File: src/rtl/apb_cmd_master.sv
// apb_cmd_master: single-outstanding command-to-APB master; optional ACCESS timeout under APB_MST_TIMEOUT_EN
`ifndef P_ADDR_W
`define P_ADDR_W 32
`endif
`ifndef P_DATA_W
`define P_DATA_W 32
`endif
`ifndef P_STRB_W
`define P_STRB_W 4
`endif

module apb_cmd_master #(
    parameter int TIMEOUT_CYC = 255
) (
    input  logic                 pclk,
    input  logic                 presetn,
    input  logic                 cmd_valid,
    output logic                 cmd_ready,
    input  logic [`P_ADDR_W-1:0] cmd_addr,
    input  logic [`P_DATA_W-1:0] cmd_wdata,
    input  logic [`P_STRB_W-1:0] cmd_wstrb,
    input  logic                 cmd_write,
    output logic                 rsp_valid,
    input  logic                 rsp_ready,
    output logic [`P_DATA_W-1:0] rsp_rdata,
    output logic                 rsp_err,
    output logic                 rsp_timeout,
    output logic [`P_ADDR_W-1:0] paddr,
    output logic                 psel,
    output logic                 penable,
    output logic                 pwrite,
    output logic [`P_DATA_W-1:0] pwdata,
    output logic [`P_STRB_W-1:0] pwstrb,
    input  logic                 pready,
    input  logic [`P_DATA_W-1:0] prdata,
    input  logic                 pslverr
);
    typedef enum logic [1:0] {IDLE, SETUP, ACCESS, RESP} state_t;
    state_t state, state_nx;
    logic accept;
    logic abort;

    assign accept    = cmd_valid && cmd_ready;
    assign cmd_ready = state == IDLE;
    assign psel      = state == SETUP || state == ACCESS;
    assign penable   = state == ACCESS;
    assign rsp_valid = state == RESP;

`ifdef APB_MST_TIMEOUT_EN
    localparam int CW = TIMEOUT_CYC > 255 ? $clog2(TIMEOUT_CYC + 1) : 8;
    logic [CW-1:0] cnt;
    logic          timeout_q;

    // abort on the wait cycle that brings the stall count up to TIMEOUT_CYC
    assign abort       = state == ACCESS && !pready && cnt == CW'(TIMEOUT_CYC - 1);
    assign rsp_timeout = timeout_q;

    // stall counter: zeroed when a command is taken, advanced per unready ACCESS cycle
    always_ff @(posedge pclk or negedge presetn) begin
        if (!presetn)
            cnt <= '0;
        else if (accept)
            cnt <= '0;
        else if (state == ACCESS && !pready && !abort)
            cnt <= cnt + 1'b1;
    end

    // timeout flag set by an abort, cleared by a normal completion
    always_ff @(posedge pclk or negedge presetn) begin
        if (!presetn)
            timeout_q <= 1'b0;
        else if (state == ACCESS && pready)
            timeout_q <= 1'b0;
        else if (abort)
            timeout_q <= 1'b1;
    end
`else
    localparam int unused_timeout_cyc = TIMEOUT_CYC;
    assign abort       = 1'b0;
    assign rsp_timeout = 1'b0;
`endif

    // state register
    always_ff @(posedge pclk or negedge presetn) begin
        if (!presetn)
            state <= IDLE;
        else
            state <= state_nx;
    end

    // next-state logic
    always_comb begin
        state_nx = state;
        case (state)
            IDLE:    state_nx = cmd_valid ? SETUP : IDLE;
            SETUP:   state_nx = ACCESS;
            ACCESS:  state_nx = (pready || abort) ? RESP : ACCESS;
            default: state_nx = rsp_ready ? IDLE : RESP;
        endcase
    end

    // APB request fields captured on accept; response fields captured on completion or abort
    always_ff @(posedge pclk or negedge presetn) begin
        if (!presetn) begin
            paddr     <= '0;
            pwrite    <= 1'b0;
            pwdata    <= '0;
            pwstrb    <= '0;
            rsp_rdata <= '0;
            rsp_err   <= 1'b0;
        end else begin
            if (accept) begin
                paddr  <= cmd_addr;
                pwrite <= cmd_write;
                pwdata <= cmd_wdata;
                pwstrb <= cmd_write ? cmd_wstrb : '0;
            end
            if (state == ACCESS && pready) begin
                rsp_rdata <= pwrite ? '0 : prdata;
                rsp_err   <= pslverr;
            end else if (abort) begin
                rsp_rdata <= '0;
                rsp_err   <= 1'b1;
            end
        end
    end
endmodule

File: config.mk
export PLATFORM = sky130hd
export DESIGN_NAME = apb_cmd_master
export DESIGN_NICKNAME = d
export VERILOG_FILES = /design/src/rtl/apb_cmd_master.sv
export SDC_FILE = /design/constraint.sdc
export NUM_CORES = 1
export LEC_CHECK = 0
export ABC_AREA = 1
export CORE_MARGIN = 1
export CORE_UTILIZATION = 40
export CTS_CLUSTER_SIZE = 30
export DETAILED_ROUTE_END_ITERATION = 7
export GPL_ROUTABILITY_DRIVEN = 0
export PLACE_DENSITY = 0.81
export SETUP_SLACK_MARGIN = 0.05
export SLEW_MARGIN = 25
export SYNTH_ARGS = -nofsm -noshare
export SYNTH_HDL_FRONTEND = slang
export SYNTH_SLANG_ARGS = --single-unit
File: constraint.sdc
create_clock -name pclk -period 1.6 [get_ports pclk]
set_input_delay 0.16 -clock pclk [delete_from_list [all_inputs] [get_ports pclk]]
set_output_delay 0.16 -clock pclk [all_outputs]
set_load 0.01 [all_outputs]
## Word-level counts from Yosys, hierarchy flattened

Cells that the tools add are included.

| storage, ports and cells | value |
|---|---|
| register bits after elaboration | 104 |
| input bits | 107 |
| word-level logic and storage cells | 20 |

| operators by class | value |
|---|---|
| eq/ne operators | 3 |
| mux-type cells | 6 |
| reduce and logical (&&, ||, !) cells | 4 |

Operator list:

| cell | number |
|---|---|
| 32-bit 2-to-1 mux | 1 |
| 2-bit case mux with 3 select lines | 1 |
| 2-bit equality test (second input constant) | 2 |
| 4-bit 2-to-1 mux | 1 |
| 2-bit by 1-bit equality test with 1-bit output (second input constant) | 1 |
| 1-bit logical AND | 2 |
| 2-bit zero test | 1 |
| 1-bit 2-to-1 mux | 2 |
| 2-bit 2-to-1 mux | 1 |
| 1-bit logical OR | 1 |

## Longest topological paths before layout

| logic depth | value |
|---|---|
| depth in word-level cells | 2 |
| depth in mapped cells | 8 |

## Least setup slack after synthesis

OpenSTA, ideal clock, no wires.

| timing path | value |
|---|---|
| path type | reg-to-reg |
| from | register state[0] |
| to | register rsp_rdata[0] |
| arrival time | 1132 ps |
| slack | 341 ps |
| stages on the path, launching flop included | 8 |
| buffers on the path | 2 |
| clock period less this slack | 1259 ps |
| path through | dfrtp_1 inv_1 ha_1 nand2_2 buf_6 buf_6 nand2_1 o21ai_0 |

| on the way | value |
|---|---|
| longest elaborated chain between the ends | 2 |

RTL lines:

| element | RTL line | text |
|---|---|---|
| from (decl) | 39 | `state_t state, state_nx;` |
| from (signal assigned) | 88 | `state <= state_nx;` |
| 2-bit equality test | - |  |
| named net penable | 30 | `output logic penable,` |
| 1-bit logical AND | 118 | `if (state == ACCESS && pready) begin` |
| to (signal assigned) | 119 | `rsp_rdata <= pwrite ? '0 : prdata;` |
| to (decl) | 25 | `` output logic [`P_DATA_W-1:0] rsp_rdata, `` |

The timed path passes the listed nets, and every way through them passes these cells.
A chain may end at the register's enable or synchronous reset.

## Worst setup path after layout

| timing path | value |
|---|---|
| from | register state[1] |
| to | output port penable |

| on the way | value |
|---|---|
| longest elaborated chain between the ends | 1 |

RTL lines:

| element | RTL line | text |
|---|---|---|
| 2-bit equality test | 46 | `assign penable = state == ACCESS;` |
| to (decl) | 30 |  |

Every way passes these cells.

==> results.cfg <==
[status]
outcome = finished, final reports clean

[global_routing]
grt_first_pass_wirelength_mm = 18.3
grt_start_max_net_pins = 105
global_route.overflow_total = 0
antenna_found_initial = 0
overall_routing_resource_usage_pct = 21.5
first_global_vias = 3803

[floorplanning]
fp.dieArea_sq_mm = 0.0108
initial_util_pct = 41.7
io_pins = 214
die_w_microns = 104
fp.dieH_microns = 104
floorplan.rows = 36
floorplan.core_area_sq_mm = 0.00991

[detailed_routing]
detail_route.iter0.violations = 229
via_density = 4.63
wire_per_inst_microns = 13.9
post-route-drc-count = 0
dr_vias = 3690
number_of_nets_with_antenna_violations_after_detailed_routing = 0
drt_pass1_iterations = 4
detail_route.wirelength_mm = 11.1

[worst_hold_path]
worst_hold_path_type = in2reg
min-delay-start = cmd_wdata[0]

[critical_path]
end_kind = primary output
cp.required_ns = 1.44
worst_r2r_startpoint = state[0]
worst-setup-path-type = reg2out
worst-path-max-fanout = 3
rr_endpoint = pwdata[12]
crit_path_arrival_time_ns = 1.30
crit_path_start = state[1]
crit_path_start_kind = register
r2r_slack_ns = 0.18
crit_path_end = penable
reg2regPathDepth = 7

[synth]
library_cells_used_by_synthesis = 16
mappedNetlistArea_sq_mm = 0.00414
async_reset_ff_share_pct = 100
ys_warn_count = 0
synthesis.instances = 453
synth_sequential_area_ratio_pct = 62.9
dominantRegCellSynth = sky130_fd_sc_hd__dfrtp_1
syn_nets = 563
synth-edff-count = 0
postSynthRegisterBits = 104
avg_cell_area_syn_sq_um = 9.13

[job]
timing.max_cap.violations = 0

[sta]
setup_violations = 0
fin_ws_ns = 0.137
final_min_period_over_clock_period_pct = 91.4
finalClockSkew_ns = 0.00730
timing.final.crit_period_ns = 1.46
tns_ns = 0
slew_violations = 0
worst_pin_slew_ns = 0.565
fmaxAchievable_ghz = 0.684
worst_slew_margin_rel_pct = 62.4
rsz_0062_raised_after_global_routing = no
final_hold_viol_count = 0
final.hold.worst_slack_ns = 0.330

[place]
io_buffer_count = 212
place_worst_setup_slack_ns = 0.143
hpwlAfterDp_mm = 8.00

[finish]
layout-drive-gt1-share_pct = 5.57
syn2layout_area_growth_pct = 57.8
antenna_cells_inserted = 0
final_core_util_pct = 65.9
nNetsFinal = 771

[clock_network]
cts_tree = built
htree_levels = 3
cts_buffers = 9
clock_insertion_delay_at_the_later_pin_of_the_skew_report_ns = 0.35
clock_transition_at_the_registers_of_the_reported_paths_ns = 0.09
clock_path_buffers = 2
clock_sinks = 104
clockRootBuffer = sky130_fd_sc_hd__clkbuf_8

[pwr]
p_leak_uw = 0.00315
worst_ir_drop_vdd_mv = 0.959
design_power_total_uw = 11700
powerDensity_mw_per_mm2 = 1790
what timing repair did:
action                     in CTS  in global routing
hold endpoints to repair      104                  0
hold buffers                    1                  0
setup buffers                   1                  0
resized for setup               7                  4
setup endpoints to repair       4                  4
critical path, cell delays in order, from the launching register on:
cell                              delay (ns)
sky130_fd_sc_hd__dfrtp_1                0.39
sky130_fd_sc_hd__buf_4                  0.14
sky130_fd_sc_hd__ha_2                   0.19
sky130_fd_sc_hd__clkdlybuf4s15_1        0.23
worst min path at each step:
stage          slack (ns)  depth (start not counted)             to
6_report             0.33                          3      pwdata[0]
3_5_place_dp         0.27                          2  rsp_rdata[14]
3_3_place_gp         0.27                          2  rsp_rdata[18]
5_1_grt              0.32                          3     pwdata[21]
2_1_floorplan       -0.14                          0       paddr[0]
4_1_cts              0.31                          3      pwdata[0]
final cells by class:
| cell class | instances | area (sq um) |
|---|---|---|
| sequential | 104 | 2600 |
| timing repair buffer | 223 | 2260 |
| multi-input combinational | 318 | 1310 |
| fill | 774 | 3380 |
| tap | 133 | 166 |
| clock buffer | 14 | 173 |
| inverter | 5 | 18.8 |
through the flow:
stage / instances / area (sq um)
global placement: 781 / 6340
floorplan: 453 / 4140
CTS: 797 / 6530
detailed placement: 781 / 6340
global route: 797 / 6530
finish: 797 / 6530
per-layer routing:
| metal | vias up | part of all wire, % | track usage (%) |
|---|---|---|---|
| met1 | 1714 | 42 | 26.2 |
| met2 | 154 | 48 | 35.5 |
| li1 | 1797 | - | - |
| met5 | - | 0 | 0 |
| met4 | 0 | 2.9 | 10.1 |
| met3 | 25 | 7.1 | 5.73 |
sequential cells by signal (all words and copies together), names as in the netlist:
name / cells
rsp_err: 1
rsp_rdata: 32
paddr: 32
pwdata: 32
pwstrb: 4
pwrite: 1
state: 2
power by group:
| group | total, uW | leakage, uW | internal (uW) | switching (uW) |
|---|---|---|---|---|
| logic | 5740 | 0.00175 | 3040 | 2690 |
| registers | 4440 | 0.00131 | 3810 | 634 |
| clock network | 1490 | 0.0000886 | 681 | 809 |
cells in the mapped netlist (2+ instances only):
cell type,instances,area [sq um]
sky130_fd_sc_hd__buf_2,7,35.0
sky130_fd_sc_hd__o21ai_0,23,115
sky130_fd_sc_hd__o21ai_1,6,30.0
sky130_fd_sc_hd__o21ai_2,7,61.3
sky130_fd_sc_hd__buf_6,12,135
sky130_fd_sc_hd__ha_1,3,37.5
sky130_fd_sc_hd__inv_1,4,15.0
sky130_fd_sc_hd__nand2_2,2,12.5
sky130_fd_sc_hd__nand2_1,274,1030
sky130_fd_sc_hd__clkbuf_1,2,7.51
sky130_fd_sc_hd__buf_4,5,37.5
sky130_fd_sc_hd__dfrtp_1,104,2600
cells by family after synthesis:
kind of cell | count (synthesis) | synth area share, %
AOI/OAI and AO/OA | 36 | 4.99
adders and majority gates | 3 | 0.908
other | 1 | 0.0907
DFF | 104 | 62.9
and+or+nand+nor | 278 | 25.4
buffers and inverters | 31 | 5.66
cell usage in the layout (no fill, tap or decap), drive strengths merged:
master         Yosys  routed
buf               24      11
clkbuf             2      15
clkdlybuf4s15      0       3
clkdlybuf4s50      0     207
conb               1       1
dfrtp            104     104
dlygate4sd3        0       1
ha                 3       3
inv                5       5
nand2            276     276
nand3              1       1
o21ai             36      36
or2                1       1
Power figures use the tool's default switching activity.
